<file path="src/rtl/tpu_pkg.sv">
// Shared types and constants for the TPU datapath blocks.
package tpu_pkg;

  // Accumulator / unified-buffer element width; values are signed Q8.8.
  localparam int unsigned DATA_W = 16;

  localparam logic [DATA_W-1:0] SAT_MAX = 16'h7FFF;
  localparam logic [DATA_W-1:0] SAT_MIN = 16'h8000;

  typedef enum logic [1:0] {
    IDLE     = 2'd0,
    WAIT_VEC = 2'd1,
    WRITE    = 2'd2,
    DONE     = 2'd3
  } wb_state_t;

endpackage

</file>
<file path="src/rtl/acc_postproc.sv">
// Per-element post-processing: bias add with saturation, optional leaky ReLU.
module acc_postproc
  import tpu_pkg::*;
#(
  parameter int unsigned LEAK_SHIFT = 2
) (
  input  logic [DATA_W-1:0] x,
  input  logic [DATA_W-1:0] bias,
  input  logic              act_en,
  output logic [DATA_W-1:0] y
);

  logic [DATA_W:0]   sum;
  logic [DATA_W-1:0] sat;

  // Sign-extended add, clamp on the two top bits disagreeing, then leak negatives.
  always_comb begin
    sum = {x[DATA_W-1], x} + {bias[DATA_W-1], bias};
    sat = sum[DATA_W-1:0];
    if (sum[DATA_W:DATA_W-1] == 2'b01) begin
      sat = SAT_MAX;
    end else if (sum[DATA_W:DATA_W-1] == 2'b10) begin
      sat = SAT_MIN;
    end
    y = sat;
    if (act_en && sat[DATA_W-1]) begin
      y = DATA_W'($signed(sat) >>> LEAK_SHIFT);
    end
  end

endmodule

</file>
<file path="src/rtl/acc_writeback.sv">
// Drain stage: takes accumulator rows, post-processes each lane and writes
// them one element per beat into the unified buffer at consecutive addresses.
module acc_writeback
  import tpu_pkg::*;
#(
  parameter int unsigned N          = 4,
  parameter int unsigned ADDR_W     = 8,
  parameter int unsigned LEAK_SHIFT = 2
) (
  input  logic                clk,
  input  logic                rst,
  input  logic                start,
  input  logic [ADDR_W-1:0]   base_addr,
  input  logic [7:0]          num_rows,
  input  logic                act_en,
  input  logic [N*DATA_W-1:0] bias_data,
  input  logic                vec_valid,
  output logic                vec_ready,
  input  logic [N*DATA_W-1:0] vec_data,
  output logic                ub_wr_en,
  input  logic                ub_wr_ready,
  output logic [ADDR_W-1:0]   ub_wr_addr,
  output logic [DATA_W-1:0]   ub_wr_data,
  output logic                busy,
  output logic                done
);

  localparam int unsigned LANE_W = (N > 1) ? $clog2(N) : 1;
  localparam int unsigned ROW_W  = 8;

  wb_state_t state, state_nxt;

  logic [DATA_W-1:0] row_buf [N];
  logic [DATA_W-1:0] bias_q  [N];
  logic [ROW_W-1:0]  num_rows_q;
  logic [ROW_W-1:0]  row_idx;
  logic              act_en_q;
  logic [LANE_W-1:0] lane_cnt;

  logic              job_start;
  logic              vec_fire;
  logic              wr_fire;
  logic              last_lane;
  logic              last_row;
  logic [DATA_W-1:0] pp_x;
  logic [DATA_W-1:0] pp_bias;

  assign job_start = (state == IDLE) && start;
  assign vec_fire  = vec_valid && vec_ready;
  assign wr_fire   = ub_wr_en && ub_wr_ready;
  assign last_lane = (lane_cnt == LANE_W'(N - 1));
  assign last_row  = (row_idx == num_rows_q - ROW_W'(1));

  // State register.
  always_ff @(posedge clk) begin
    if (rst) begin
      state <= IDLE;
    end else begin
      state <= state_nxt;
    end
  end

  // Next-state logic.
  always_comb begin
    state_nxt = state;
    case (state)
      IDLE: begin
        if (start) begin
          state_nxt = (num_rows == '0) ? DONE : WAIT_VEC;
        end
      end
      WAIT_VEC: begin
        if (vec_valid) begin
          state_nxt = WRITE;
        end
      end
      WRITE: begin
        if (wr_fire && last_lane) begin
          state_nxt = last_row ? DONE : WAIT_VEC;
        end
      end
      DONE: begin
        state_nxt = IDLE;
      end
      default: begin
        state_nxt = IDLE;
      end
    endcase
  end

  // Status outputs decoded from the state register.
  always_comb begin
    vec_ready = 1'b0;
    busy      = 1'b1;
    done      = 1'b0;
    case (state)
      IDLE:     busy      = 1'b0;
      WAIT_VEC: vec_ready = 1'b1;
      DONE:     done      = 1'b1;
      default:  ;
    endcase
  end

  // Job configuration, captured once at start.
  always_ff @(posedge clk) begin
    if (rst) begin
      num_rows_q <= '0;
      act_en_q   <= 1'b0;
      for (int i = 0; i < N; i++) begin
        bias_q[i] <= '0;
      end
    end else if (job_start) begin
      num_rows_q <= num_rows;
      act_en_q   <= act_en;
      for (int i = 0; i < N; i++) begin
        bias_q[i] <= bias_data[i*DATA_W +: DATA_W];
      end
    end
  end

  // Row capture, beat sequencing and address generation. The address runs
  // sequentially across rows, so a single increment per transfer yields
  // base + row*N + lane with natural wrap at the address width.
  always_ff @(posedge clk) begin
    if (rst) begin
      for (int i = 0; i < N; i++) begin
        row_buf[i] <= '0;
      end
      lane_cnt   <= '0;
      row_idx    <= '0;
      ub_wr_en   <= 1'b0;
      ub_wr_addr <= '0;
    end else begin
      if (job_start) begin
        row_idx    <= '0;
        ub_wr_addr <= base_addr;
      end
      if (vec_fire) begin
        for (int i = 0; i < N; i++) begin
          row_buf[i] <= vec_data[i*DATA_W +: DATA_W];
        end
        lane_cnt <= '0;
        ub_wr_en <= 1'b1;
      end
      if (wr_fire) begin
        ub_wr_addr <= ub_wr_addr + ADDR_W'(1);
        lane_cnt   <= lane_cnt + LANE_W'(1);
        if (last_lane) begin
          ub_wr_en <= 1'b0;
          row_idx  <= row_idx + ROW_W'(1);
        end
      end
    end
  end

  // Single post-processing unit shared across lanes.
  always_comb begin
    pp_x    = row_buf[lane_cnt];
    pp_bias = bias_q[lane_cnt];
  end

  acc_postproc #(
    .LEAK_SHIFT(LEAK_SHIFT)
  ) u_postproc (
    .x     (pp_x),
    .bias  (pp_bias),
    .act_en(act_en_q),
    .y     (ub_wr_data)
  );

endmodule
</file>
<file path="config.mk">
export PLATFORM = sky130hd
export DESIGN_NAME = acc_writeback
export DESIGN_NICKNAME = d
export VERILOG_FILES = /design/src/rtl/tpu_pkg.sv /design/src/rtl/acc_postproc.sv /design/src/rtl/acc_writeback.sv
export SDC_FILE = /design/constraint.sdc
export NUM_CORES = 1
export LEC_CHECK = 0
export CAP_MARGIN = 0
export CORE_UTILIZATION = 43
export DETAILED_ROUTE_END_ITERATION = 10
export GPL_TIMING_DRIVEN = 0
export PLACE_DENSITY = 0.72
export SYNTH_ARGS = -nofsm -noshare
export SYNTH_HDL_FRONTEND = slang
export SYNTH_SLANG_ARGS = --single-unit
</file>
<file path="constraint.sdc">
create_clock -name clk -period 4.1 [get_ports clk]
set_clock_uncertainty 0.05 [all_clocks]
set_input_delay 0.615 -clock clk [delete_from_list [all_inputs] [get_ports clk]]
set_output_delay 0.615 -clock clk [all_outputs]
set_load 0.02 [all_outputs]
</file>
==> results.py <==
metrics = {
    "outcome": {
        "status": "finished with violations",
        "failed_checks": "setup timing",
    },
    "detailed_routing": {
        "drc_errors": 0,
        "ant_nets": 0,
        "via_count": 6455,
        "drtIter0Drc": 376,
        "wirelength_um": 21780,
        "post_drt_wl_per_cell_um": 18.24,
        "vias_per_cell": 5.406,
        "first_pass_iters": 5,
    },
    "logic_synthesis": {
        "yosysTopAreaCellShare": 0.4612,
        "ys_ff_latch": 160,
        "syn_nets": 873,
        "synth_largest_area_cell": "edfxtp_1",
        "synth_flop_cell": "edfxtp_1",
        "synth_commonest_cells": "and2_1, edfxtp_1, nand2_1, a21oi_1",
        "ys_warn_count": 0,
        "synth_edf_count": 128,
        "async_reset_ff_frac": 0,
        "seq_area_frac_synth": 0.5381,
        "syn_avg_cell_area_um2": 11.87,
        "synth_area_um2": 8334,
        "synth.area.top_cells": "edfxtp_1, and2_1, mux4_2, dfxtp_1, ha_1",
        "ys_types": 64,
        "synthCells": 702,
        "synth.most_common_cell": "and2_1",
    },
    "placed_design": {
        "dpl.cell_count": 1138,
        "port_buffers": 176,
        "dpl_cell_area_um2": 10440,
        "place_hpwl_um": 15750,
        "gp_congestion": 0.8913,
    },
    "critical_path": {
        "endpoint_kind": "output port",
        "arrival_ns": 3.71,
        "crit_required_ns": 3.43,
        "cp-start-kind": "register",
        "cp_max_fo": 3,
        "critPathKind": "reg2out",
        "r2r-start": "state[0]$_SDFFE_PP0P_",
    },
    "finish": {
        "multi_input_area_um2": 3976,
        "seqCellArea_um2": 4488,
        "utilization": 0.6157,
        "layout-drive-gt1-share": 0.1822,
        "syn_to_final_growth_pct": 39.12,
        "stdcell_count": 1194,
        "stdcell_area_um2": 11590,
        "nets": 1092,
        "fillers": 1481,
    },
    "sta": {
        "tightest_slew_ns": 0.8444,
        "rsz0062_at_grt": "true",
        "relSlewSlack": 0.4371,
        "period_needed_ns": 4.378,
        "drv_slew": 0,
        "max_freq_mhz": 228.4,
        "setup_viol": 15,
        "post-route-period-util": 1.068,
        "hold_violations": 0,
        "worst_slack_ns": -0.2779,
    },
    "die": {
        "core_um2": 18830,
        "ios": 178,
        "die_h_um": 141.2,
        "die_area_um2": 19940,
        "rows": 50,
        "initial_core_util": 0.4426,
        "die_x_um": 141.2,
    },
    "clock_network": {
        "cts_hold_buffers": 0,
        "htreeDepth": 4,
        "cts_tree": "built",
        "cts_max_path_buffers": 2,
        "cts_buffers": 17,
        "clock_sinks": 160,
        "clk_pin_slew_ns": 0.06,
        "clock_latency_ns": 0.42,
        "cts-root-buf": "clkbuf_16",
    },
    "power": {
        "vdd_drop_max_mv": 0.3150,
        "powerDensity_nw_per_um2": 404.5,
        "p_leak_nw": 4.314,
    },
    "global_route": {
        "grt_pass1_wl_um": 32960,
        "antenna_found_initial": 1,
        "grt.total_usage": 0.2213,
        "overflow": 0,
        "grt_start_max_net_pins": 65,
        "grt_pass1_vias": 6216,
    },
    "run": {
        "cap_violations": 0,
    },
    "hold_path": {
        "hp-class": "reg2reg",
        "worstHoldStart": "num_rows_q[1]$_SDFFE_PP0P_",
    },
}
-- cell type report --
cell class,count,area share
antenna,1,0.0002158
buffer,39,0.02104
clock buffer,20,0.03766
clock inverter,11,0.01014
inverter,9,0.003129
multi-input combinational,493,0.3429
sequential,160,0.3871
tap,260,0.02806
timing repair buffer,201,0.1697
-- timing repair --
action | CTS | global route
gates resized for setup | 152 | 26
pin swaps | 20 | 16
gates cloned | 2 | 0
setup buffers | 17 | 6
endpoints found under the setup margin | 16 | 16
-- cells by family after synthesis --
group	count (synthesis)	synth area share
AOI/OAI and AO/OA	145	0.1149
buffers and inverters	49	0.02462
and+or+nand+nor	270	0.1764
DFF	160	0.5381
xor gates and xnor gates	20	0.02102
muxes	37	0.09263
adders and majority gates	21	0.03243
-- routing by layer --
layer  track usage  up-vias  routed length [um]
met5             0        -                   0
met1        0.2929     3128                9286
met2        0.3627      243               10720
met4       0.09039        0                 534
met3       0.03635       37                1240
li1              -     3047                   -
-- flip-flops by register name, summed over array words and instances, names as in the netlist, 2 cells and up, named ones only --
| signal | flops |
|---|---|
| row_idx | 8 |
| state | 2 |
| row_buf | 64 |
| num_rows_q | 8 |
| ub_wr_addr | 8 |
| bias_q | 64 |
| lane_cnt | 2 |
-- path summary, 6_finish.rpt --
kind                            depth (start not counted)  slack, ns                     endpoint
worst max-delay path                                   11      -0.28               ub_wr_data[12]
worst min-delay path                                    2       0.42   num_rows_q[1]$_SDFFE_PP0P_
worst max register to register                          4       1.57  bias_q[1][14]$_SDFFCE_PN0P_
worst min register to register                          2       0.42   num_rows_q[1]$_SDFFE_PP0P_
-- metrics by stage --
| stage | hold WS (ns) | setup TNS [ns] | setup slack [ns] | total power [W] |
|---|---|---|---|---|
| CTS | 0.4193 | -1.712 | -0.2422 | 0.004608 |
| floorplan | 0.3954 | 0 | 0.07931 | 0.002579 |
| detailed placement | 0.4100 | -10.27 | -0.8103 | 0.003034 |
| global route | 0.4395 | -4.204 | -0.3824 | 0.004873 |
| finish | 0.4246 | -2.271 | -0.2779 | 0.004690 |
| global placement | 0.4098 | -31.19 | -0.7903 | 0.003021 |
-- cells in the final DEF (no fill, tap or decap), types with 4 or more instances in the layout --
master,count
a211oi_4,4
a21o_1,4
a21oi_1,39
a21oi_2,9
a22oi_1,4
a31oi_1,4
and2_1,129
and3_1,9
buf_12,4
buf_2,8
buf_4,25
buf_6,12
clkbuf_1,27
clkbuf_16,17
clkbuf_4,4
clkdlybuf4s50_1,160
clkinvlp_4,5
dfxtp_1,31
edfxtp_1,128
ha_1,12
ha_4,7
inv_1,7
mux2i_1,4
mux4_2,32
nand2_1,52
nand3_1,9
nand4_1,4
nor2_1,33
nor3_1,8
o21ai_0,27
o21ai_1,6
xnor2_1,14
xor2_1,5
-- power breakdown --
group	internal, W	switching, W
Clock	0.000886	0.000611
Sequential	0.00189	0.0000458
Combinational	0.000605	0.000654
Total	0.00338	0.00131
-- worst max-delay path, stage by stage, from the launching register on --
cell	delay [ns]
dfxtp_4	0.37
buf_6	0.11
mux4_2	0.54
ha_4	0.21
fa_2	0.37
a211oi_4	0.39
nor4_4	0.07
or4_4	0.51
a211oi_4	0.33
nor3_1	0.07
o21a_1	0.19
buf_6	0.13
No activity file was read; power rests on OpenSTA's default activity.
